--- config.mk ---
export PLATFORM = sky130hd
export DESIGN_NAME = bg_scaler_renderer
export DESIGN_NICKNAME = d
export VERILOG_FILES = /design/src/rtl/bg_scaler_renderer.sv
export SDC_FILE = /design/constraint.sdc
export NUM_CORES = 1
export LEC_CHECK = 0
export CORE_ASPECT_RATIO = 1.2
export CORE_MARGIN = 4
export CORE_UTILIZATION = 48
export CTS_BUF_LIST = sky130_fd_sc_hd__clkbuf_4 sky130_fd_sc_hd__clkbuf_8
export CTS_CLUSTER_SIZE = 25
export DETAILED_ROUTE_END_ITERATION = 16
export DONT_BUFFER_PORTS = 1
export GPL_TIMING_DRIVEN = 0
export PLACE_DENSITY = 0.7
export SLEW_MARGIN = 20
export SYNTH_ARGS = -nofsm -noshare
export SYNTH_HDL_FRONTEND = slang
export SYNTH_SLANG_ARGS = --single-unit
--- constraint.sdc ---
create_clock -name vga_clk -period 18.6 [get_ports vga_clk]
set_input_delay 3.72 -clock vga_clk [delete_from_list [all_inputs] [get_ports vga_clk]]
set_output_delay 3.72 -clock vga_clk [all_outputs]
set_load 0.01 [all_outputs]
--- src/rtl/bg_scaler_renderer.sv ---
`default_nettype none
// ============================================================================
// Module      : bg_scaler_renderer
// Description : Scales a palette-indexed background image onto the active
//               display. Texel column/row come from incremental accumulators
//               (no multiply/divide). The ROM address is registered, the ROM
//               answers ROM_LAT cycles later, and the palette colour is
//               registered into red/green/blue. Total latency is ROM_LAT+2.
//               Optional macro BG_SCALER_SCROLL_EN enables a horizontal scroll
//               offset that is latched at frame start.
// Revision    : 1.0 - initial release
// ============================================================================
module bg_scaler_renderer #(
    parameter int IMG_W    = 175,
    parameter int IMG_H    = 480,
    parameter int SCREEN_W = 640,
    parameter int SCREEN_H = 480,
    parameter int IDX_W    = 5,
    parameter int ADDR_W   = 17,
    parameter int ROM_LAT  = 1
) (
    input  logic              vga_clk,
    input  logic              rst_n,
    input  logic [9:0]        DrawX,
    input  logic [9:0]        DrawY,
    input  logic              blank,
    input  logic [9:0]        scroll_x,
    output logic [ADDR_W-1:0] rom_address,
    input  logic [IDX_W-1:0]  rom_q,
    output logic [IDX_W-1:0]  pal_index,
    input  logic [3:0]        pal_red,
    input  logic [3:0]        pal_green,
    input  logic [3:0]        pal_blue,
    output logic [3:0]        red,
    output logic [3:0]        green,
    output logic [3:0]        blue
);

    localparam logic [10:0]       C_IMG_W    = 11'(IMG_W);
    localparam logic [10:0]       C_IMG_H    = 11'(IMG_H);
    localparam logic [10:0]       C_SCR_W    = 11'(SCREEN_W);
    localparam logic [10:0]       C_SCR_H    = 11'(SCREEN_H);
    localparam logic [ADDR_W-1:0] C_ROW_STEP = ADDR_W'(IMG_W);

    logic [9:0]        r_prev_x, r_prev_y;
    logic [10:0]       r_hacc, r_vacc;
    logic [9:0]        r_col, r_row;
    logic [ADDR_W-1:0] r_row_base;
    logic [ADDR_W-1:0] r_rom_address;
    logic [ROM_LAT:0]  r_blank_dly;
    logic              r_synced;
    logic [3:0]        r_red, r_green, r_blue;

    logic              w_active;
    logic              w_frame_start;
    logic              w_blank_in;
    logic [10:0]       w_hacc, w_hacc_sum, w_vacc, w_vacc_sum;
    logic [9:0]        w_col, w_row;
    logic [ADDR_W-1:0] w_row_base;
    logic [9:0]        w_scroll;
    logic [10:0]       w_col_sum, w_col_mod;

    assign w_active      = ({1'b0, DrawX} < C_SCR_W) && ({1'b0, DrawY} < C_SCR_H);
    assign w_frame_start = (DrawX == 10'd0) && (DrawY == 10'd0);

`ifdef BG_SCALER_SCROLL_EN
    logic [9:0] r_scroll_off;
    logic       w_scroll_ok;

    // Out-of-range requests are dropped so the previous offset stays in force.
    assign w_scroll_ok = w_frame_start && ({1'b0, scroll_x} < C_IMG_W);
    // The frame-start pixel already uses the newly accepted offset.
    assign w_scroll    = w_scroll_ok ? scroll_x : r_scroll_off;

    // Latch the scroll offset only at frame start.
    always_ff @(posedge vga_clk or negedge rst_n) begin
        if (!rst_n)           r_scroll_off <= '0;
        else if (w_scroll_ok) r_scroll_off <= scroll_x;
    end
`else
    logic w_unused_scroll;
    assign w_unused_scroll = ^scroll_x;
    assign w_scroll        = '0;
`endif

    // Horizontal step: restart at x=0, advance one IMG_W/SCREEN_W step per new x.
    always_comb begin
        w_hacc_sum = r_hacc + C_IMG_W;
        w_hacc     = r_hacc;
        w_col      = r_col;
        if (DrawX == 10'd0) begin
            w_hacc = '0;
            w_col  = '0;
        end else if (DrawX != r_prev_x) begin
            if (w_hacc_sum >= C_SCR_W) begin
                w_hacc = w_hacc_sum - C_SCR_W;
                w_col  = r_col + 10'd1;
            end else begin
                w_hacc = w_hacc_sum;
            end
        end
    end

    // Vertical step: same rule per new line; row_base tracks row*IMG_W.
    always_comb begin
        w_vacc_sum = r_vacc + C_IMG_H;
        w_vacc     = r_vacc;
        w_row      = r_row;
        w_row_base = r_row_base;
        if (DrawY == 10'd0) begin
            w_vacc     = '0;
            w_row      = '0;
            w_row_base = '0;
        end else if (DrawY != r_prev_y) begin
            if (w_vacc_sum >= C_SCR_H) begin
                w_vacc     = w_vacc_sum - C_SCR_H;
                w_row      = r_row + 10'd1;
                w_row_base = r_row_base + C_ROW_STEP;
            end else begin
                w_vacc = w_vacc_sum;
            end
        end
    end

    // Both col and scroll are below IMG_W, so one conditional subtract wraps.
    assign w_col_sum = {1'b0, w_col} + {1'b0, w_scroll};
    assign w_col_mod = (w_col_sum >= C_IMG_W) ? (w_col_sum - C_IMG_W) : w_col_sum;

    // Coordinate state and ROM address; everything holds outside the active area.
    always_ff @(posedge vga_clk or negedge rst_n) begin
        if (!rst_n) begin
            r_prev_x      <= '0;
            r_prev_y      <= '0;
            r_hacc        <= '0;
            r_vacc        <= '0;
            r_col         <= '0;
            r_row         <= '0;
            r_row_base    <= '0;
            r_rom_address <= '0;
        end else if (w_active) begin
            r_prev_x      <= DrawX;
            r_prev_y      <= DrawY;
            r_hacc        <= w_hacc;
            r_vacc        <= w_vacc;
            r_col         <= w_col;
            r_row         <= w_row;
            r_row_base    <= w_row_base;
            r_rom_address <= w_row_base + ADDR_W'(w_col_mod);
        end
    end

    // Until the first frame start, video is treated as blanked at the pipe entry.
    assign w_blank_in = blank & (r_synced | w_frame_start);

    // Synced flag and blank delay line matching address + ROM latency.
    always_ff @(posedge vga_clk or negedge rst_n) begin
        if (!rst_n) begin
            r_synced    <= 1'b0;
            r_blank_dly <= '0;
        end else begin
            if (w_frame_start) r_synced <= 1'b1;
            r_blank_dly <= {r_blank_dly[ROM_LAT-1:0], w_blank_in};
        end
    end

    // Output colour register, black whenever the delayed blank says so.
    always_ff @(posedge vga_clk or negedge rst_n) begin
        if (!rst_n) begin
            r_red   <= '0;
            r_green <= '0;
            r_blue  <= '0;
        end else if (r_blank_dly[ROM_LAT]) begin
            r_red   <= pal_red;
            r_green <= pal_green;
            r_blue  <= pal_blue;
        end else begin
            r_red   <= '0;
            r_green <= '0;
            r_blue  <= '0;
        end
    end

    assign rom_address = r_rom_address;
    assign pal_index   = rom_q;
    assign red         = r_red;
    assign green       = r_green;
    assign blue        = r_blue;

endmodule
`default_nettype wire

==> run_results.csv, run 1 <==
group,metric,value,unit
run_status,status,"finished, final reports clean",
grt,gr-usage-met3,4.38,%
route,drc_errors,0,
route,wl,15600,um
grt,grt_pass1_wl,26300,um
timing,worst_hold_slack,0.361,ns
floorplanning,die_h,134,um
synthesis,synth_top_area_share,37.8,%
synthesis,synthCells,763,
clock_network,cts_sinks,96,
place,dp.final_hpwl,11600,um
synthesis,synthArstFlopShare,100,%
worst_setup_path,cpPeakStageDelay,0.78,ns
hold_path,min_path_type,"register to register",
synthesis,synth_cell_types,76,
route,first_iter_violations,387,
place,io_buffers,0,
power_and_ir_drop,p_comb_share,51.7,%
floorplanning,rows,45,
worst_setup_path,critPathKind,"input pin to register",
clock_network,cts_setup_buffers,0,
grt,grt_overflow,0,
floorplanning,start_util,49.7,%
timing,setup_viol,0,
timing,rsz0062_at_grt,"no",
worst_setup_path,cp.required,18.91,ns
hold_path,whs_path_depth,0,
worst_setup_path,r2r-start,"r_hacc[0]",
timing,worstMarginPinSlew,0.943,ns
power_and_ir_drop,ir_worst_vdd,0.0000999,V
worst_setup_path,r2r_cells,30,
timing,fmax,106,MHz
synthesis,synth_edf_count,0,
timing,fin_setup_tns,0,ns
grt,grt_pass1_vias,5585,
clock_network,cts-root-buf,"clkbuf_8",
route,detail-route-antenna-nets,0,
place,placed_cells,927,
power_and_ir_drop,seqPwrFrac,32.3,%
timing,finalMaxSlewViolations,0,
clock_network,clk_latency,0.38,ns
route,first_pass_iters,6,
clock_network,clock_path_buffers,2,
hold_path,hold_path_end,"r_blank_dly[1]",
worst_setup_path,worst-path-buf-inv,0,
power_and_ir_drop,powerDensity,135,mW/mm^2
power_and_ir_drop,leakagePower,3.02,nW
timing,finalHoldViolCount,0,
worst_setup_path,worst_path_max_delay_cell,"nor3_1",
route,vias_per_cell,5.86,
clock_network,numCtsBuffers,9,
power_and_ir_drop,sw_frac_of_total,43.5,%
synthesis,netlist_area,0.00635,mm^2
grt,grt_util_all_layers,20.9,%
synthesis,synth-seq-area-share,37.8,%
grt,top_usage_layer,"met2",
timing,layout_min_cycle_time,9.43,ns
synthesis,ys_seq_elements,96,
final_layout,nNetsFinal,843,
final_layout,drive_above_1_share,6.68,%
synthesis,yosysWarnings,0,
place,gp_congestion,0.951,
grt,grtUsageMet2,36.2,%
power_and_ir_drop,internal-power,0.000514,W
grt,grtUsageMet1,24.6,%
synthesis,avgSynthCellArea,8.32,um^2
synthesis,ys.flop_type,"dfrtp_1",
final_layout,layoutNonFillerInstCount,943,
hold_path,holdCritStartpoint,"r_blank_dly[0]",
clock_network,ctsHoldBuffers,0,
worst_setup_path,crit_family,"compound AO/OA/AOI/OAI gates",
worst_setup_path,endpoint_kind,"register",
grt,antenna_found_initial,0,
final_layout,area_growth,6.38,%
route,vias,5522,
synthesis,yosys-top-cells-area,"dfrtp_1, nand2_1, xnor2_1, o21ai_0, ha_1",
synthesis,yosysTopAreaCell,"dfrtp_1",
clock_network,htreeDepth,3,
timing,period_share,50.7,%
clock_network,tritoncts,"built",
worst_setup_path,r2r-end,"rom_address[16]",
synthesis,synth.net_count,832,
power_and_ir_drop,power_frac_clock,16.0,%
worst_setup_path,r2r_setup_slack,11.09,ns
final_layout,diodes,0,
timing,maxSlewHeadroom,36.7,%
clock_network,clk_pin_slew_worst_paths,0.11,ns
run,cap_viol_max_count,0,
floorplanning,num_io_pins,84,
floorplanning,die-area,0.0151,mm^2
worst_setup_path,cp.arrival,9.74,ns
floorplanning,core,0.0128,mm^2
worst_setup_path,path_max_fanout,9,
worst_setup_path,setup.worst_path.start_class,"input pin",
clock_network,cts_resized,0,
floorplanning,die_w,113,um
timing,skew,0.0155,ns
route,wire_per_inst,16.5,um
worst_setup_path,worstPathCellList,"xnor2_1 -> nand4_1 -> nor3_1 -> nand3b_4 -> xor2_1 -> nor2_1 -> ha_1 -> nand3_1 -> o41ai_4 -> nor2_4 -> mux2_1 -> fa_1 -> a21o_1 -> a21oi_1 -> o21bai_1 -> a21oi_1 -> o21ai_0 -> and4_1 -> a2111oi_0 -> nor4_1 -> xor2_1 -> o21ai_0",
power_and_ir_drop,switching_power,0.000395,W
grt,grt_max_degree,97,
final cells by class:
class | count | area [um^2]
tap | 164 | 205
fill | 1170 | 6030
clock buffer | 9 | 124
sequential | 96 | 2400
multi-input combinational | 603 | 3660
buffer | 47 | 228
inverter | 17 | 63.8
clock inverter | 7 | 76.3
sequential cells by signal (all words and copies together), names as in the netlist:
signal	count
green	4
r_prev_x	10
r_blank_dly	2
r_prev_y	10
blue	4
r_synced	1
rom_address	17
red	4
r_vacc	6
r_hacc	11
r_row_base	17
r_col	10
metrics by stage:
step / power, W / area, um^2 / utilization (%) / setup slack [ns]
2_1_floorplan: 0.000668 / 6350 / - / 9.93
5_1_grt: 0.000991 / 6760 / 52.9 / 8.60
3_3_place_gp: 0.000743 / 6560 / 51.3 / 8.94
3_5_place_dp: 0.000763 / 6560 / 51.3 / 8.76
4_1_cts: 0.000913 / 6760 / 52.9 / 9.13
6_report: 0.000910 / 6760 / 52.9 / 9.17
cells in the final DEF (no fill, tap or decap), types with 17 or more instances in the layout:
cell type,netlist,final
o21ai_0,65,65
xor2_1,19,19
inv_1,17,17
nand2_1,178,178
nor2_1,48,48
ha_1,18,18
a21oi_1,25,25
clkbuf_1,31,31
xnor2_1,39,39
dfrtp_1,96,96
and2_1,18,18
power by group through the flow:
| stage | Sequential (W) | Clock (W) | Combinational, W |
|---|---|---|---|
| after floorplan | 0.000288 | 0 | 0.000380 |
| after detailed placement | 0.000297 | 0 | 0.000466 |
| after CTS | 0.000294 | 0.000149 | 0.000470 |
| final | 0.000294 | 0.000146 | 0.000470 |
| after global routing | 0.000300 | 0.000157 | 0.000534 |
| after global placement | 0.000296 | 0 | 0.000448 |
worst max path at each step:
stage                     startpoint               to  slack (ns)  depth (start not counted)
final                       DrawX[2]  rom_address[16]        9.17                         22
after global routing        DrawX[3]  rom_address[16]        8.60                         22
after CTS                   DrawX[3]  rom_address[16]        9.13                         22
after detailed placement    DrawX[3]  rom_address[16]        8.76                         22
after global placement      DrawX[2]  rom_address[16]        8.94                         22
after floorplan             DrawX[2]  rom_address[16]        9.93                         22
worst register-to-register path: cells and delay by family, from the launching register on:
kind | cells | cell delay, ns
buf+inv | 5 | 0.68
flops | 1 | 0.39
compound gates | 10 | 2.88
xor+xnor | 3 | 0.66
mux | 1 | 0.40
simple gates | 7 | 1.24
fa+ha+maj | 4 | 1.16
cells in the mapped netlist (5+ instances only):
cell type	number
and3_1	8
or4_1	5
xor2_1	19
nand2b_1	8
nor4_1	7
and2_1	18
nor3_1	13
xnor2_1	39
a21o_1	9
a21oi_1	25
nor2_1	48
clkbuf_1	31
nand3_1	11
nor3b_1	5
nand2_1	178
inv_1	17
nand4_1	13
ha_1	18
o21ai_0	65
or3_1	8
o21bai_1	6
nor2b_1	6
buf_2	5
o31ai_1	13
buf_4	8
dfrtp_1	96
logic make-up (layout without fill, tap and decap cells):
group                      Yosys count  after routing  share of synthesized area, %
AOI/OAI and AO/OA                  167            167                          17.5
xor gates and xnor gates            59             59                          8.26
adders and majority gates           19             19                          3.86
buffers and inverters               64             80                          4.59
DFF                                 96             96                          37.8
muxes                                8              8                          1.52
and+or+nand+nor                    350            350                          26.5
metal layers:
metal | up-vias | part of all wire (%)
li1 | 2667 | -
met1 | 2620 | 40
met2 | 191 | 50
met3 | 44 | 5.7
met4 | 0 | 4.1
met5 | - | 0
(Power assumes the default switching activity.)
==> inputs of run 2 (changes only) <==
Settings changed: PLACE_DENSITY 0.7 to 0.72.
Clock period 18.6 ns to 8.5 ns, I/O delays scaled along.
==> run 2 against run 1 <==
  * Setup slack lost 8.1 ns
  * Final cell count stayed put
  * Via count is essentially flat
  * Critical path depth rose by 8
  * Global-route usage shrank 0.65 points
  * Utilization up 0.20 points
  * Clock skew is 0.0038 ns higher
  * Highest routed layer unchanged
==> run_results.csv, run 2 (synthesis gave the netlist of run 1 again) <==
group,metric,value,unit
timing,fin_setup_tns,0,ns
grt,grt_overflow,0,
worst_setup_path,cp.arrival,7.78,ns
final_layout,final_cell_mix,"nand2_1, dfrtp_1, o21ai_0, nor2_1, xnor2_1",
worst_setup_path,r2r-start,"r_hacc[0]",
place,dp_slack,0.782,ns
hold_path,holdCritStartpoint,"r_blank_dly[0]",
clock_network,tritoncts,"built",
worst_setup_path,r2r-end,"rom_address[16]",
timing,fmax,134,MHz
worst_setup_path,r2r_cells,30,
timing,worst_hold_slack,0.362,ns
clock_network,cts_resized,0,
clock_network,clk_latency,0.39,ns
clock_network,clk_pin_slew_worst_paths,0.12,ns
place,gp_congestion,0.926,
timing,finalMaxSlewViolations,0,
timing,fin_ws,1.03,ns
clock_network,cts-root-buf,"clkbuf_8",
worst_setup_path,crit_family,"compound AO/OA/AOI/OAI gates",
route,detail-route-antenna-nets,0,
timing,rsz0062_at_grt,"no",
grt,antenna_found_initial,0,
timing,worstMarginPinSlew,0.902,ns
floorplanning,die_w,113,um
worst_setup_path,endpoint_kind,"register",
hold_path,min_path_type,"register to register",
floorplanning,core,0.0128,mm^2
worst_setup_path,cpPeakStageDelay,0.74,ns
worst_setup_path,crit_path_frequent_cell,"ha_1",
clock_network,numCtsBuffers,9,
hold_path,hold_path_end,"r_blank_dly[1]",
floorplanning,rows,45,
floorplanning,die-area,0.0151,mm^2
worst_setup_path,worst-path-buf-inv,5,
worst_setup_path,critPathKind,"register to register",
worst_setup_path,r2r_setup_slack,1.03,ns
hold_path,whs_path_depth,0,
grt,grt_util_all_layers,20.3,%
final_layout,drive_above_1_share,6.68,%
clock_network,htreeDepth,3,
route,drc_errors,0,
place,dp.final_hpwl,11400,um
floorplanning,num_io_pins,84,
final_layout,area_growth,6.78,%
clock_network,ctsHoldBuffers,0,
timing,skew,0.0193,ns
final_layout,layout_commonest_cell,"nand2_1",
route,first_iter_violations,447,
worst_setup_path,path_max_fanout,10,
clock_network,clock_path_buffers,2,
grt,grt_pass1_wl,25400,um
worst_setup_path,setup.worst_path.start_class,"register",
timing,maxSlewHeadroom,39.4,%
power_and_ir_drop,powerDensity,296,mW/mm^2
grt,grt_pass1_vias,5423,
clock_network,cts_setup_buffers,0,
run,cap_viol_max_count,0,
final_layout,diodes,0,
power_and_ir_drop,leakagePower,3.03,nW
grt,grt_max_degree,97,
worst_setup_path,cp.required,8.81,ns
worst_setup_path,worst_path_max_delay_cell,"a2111oi_0",
route,vias,5523,
final_layout,nNetsFinal,843,
final_layout,final_util,53.0,%
timing,layout_min_cycle_time,7.47,ns
run_status,status,"finished, final reports clean",
floorplanning,die_h,134,um
floorplanning,start_util,49.7,%
route,wire_per_inst,16.4,um
route,first_pass_iters,5,
power_and_ir_drop,finalPower,0.00201,W
power_and_ir_drop,ir_worst_vdd,0.000238,V
timing,finalHoldViolCount,0,
timing,period_share,87.9,%
timing,setup_viol,0,
place,io_buffers,0,
route,wl,15400,um
clock_network,cts_sinks,96,
route,vias_per_cell,5.86,
-- run 2: changes by cell type in the layout (fill, tap and decap cells not counted) --
cell,delta
clkinv_4,+1
inv_6,-2
inv_8,+1
clkinv_8,+2
clkinv_2,-2
-- run 2: per-stage QoR --
step / area [um^2] / cells
detailed placement: 6560 / 927
finish: 6780 / 943
global route: 6780 / 943
floorplan: 6350 / 763
CTS: 6780 / 943
global placement: 6560 / 927
-- run 2: where the power goes --
| part | switching [W] | internal [W] |
|---|---|---|
| clock | 0.000189 | 0.000146 |
| combinational | 0.000599 | 0.000431 |
| sequential | 0.0000896 | 0.000554 |
| total | 0.000877 | 0.00113 |
-- run 2: worst register-to-register path: cells and delay by family (launching register included) --
kind | cells | cell delay (ns)
AOI/OAI and AO/OA | 10 | 2.87
and+or+nand+nor | 7 | 1.29
adders and majority gates | 4 | 1.12
buffers and inverters | 5 | 0.68
xor gates and xnor gates | 3 | 0.64
DFF | 1 | 0.40
muxes | 1 | 0.40
-- run 2: how the worst max path moves through the flow --
| stage | from | end | slack (ns) | cells past startpoint |
|---|---|---|---|---|
| floorplan | DrawX[2] | rom_address[16] | 1.85 | 22 |
| global placement | DrawX[2] | rom_address[16] | 0.87 | 22 |
| detailed placement | DrawX[2] | rom_address[14] | 0.78 | 22 |
| CTS | r_hacc[0] | rom_address[16] | 1.11 | 30 |
| global route | r_hacc[0] | rom_address[16] | 0.24 | 30 |
| finish | r_hacc[0] | rom_address[16] | 1.03 | 30 |
-- run 2: routing by layer --
layer | routed length, um | track usage [%] | share of wire [%] | vias up
li1 | - | - | - | 2661
met1 | 6200 | 23.6 | 40 | 2621
met2 | 7770 | 35.2 | 50 | 189
met3 | 805 | 3.43 | 5.2 | 52
met4 | 668 | 11.4 | 4.3 | 0
met5 | 0 | 0 | 0 | -
-- run 2: final cells by class --
type | count | area (um^2)
inverters | 17 | 63.8
flip-flops and latches | 96 | 2400
clock inverters | 7 | 101
multi-input cells | 603 | 3660
well taps | 164 | 205
clock buffers | 9 | 124
fillers | 1174 | 6000
plain buffers | 47 | 228
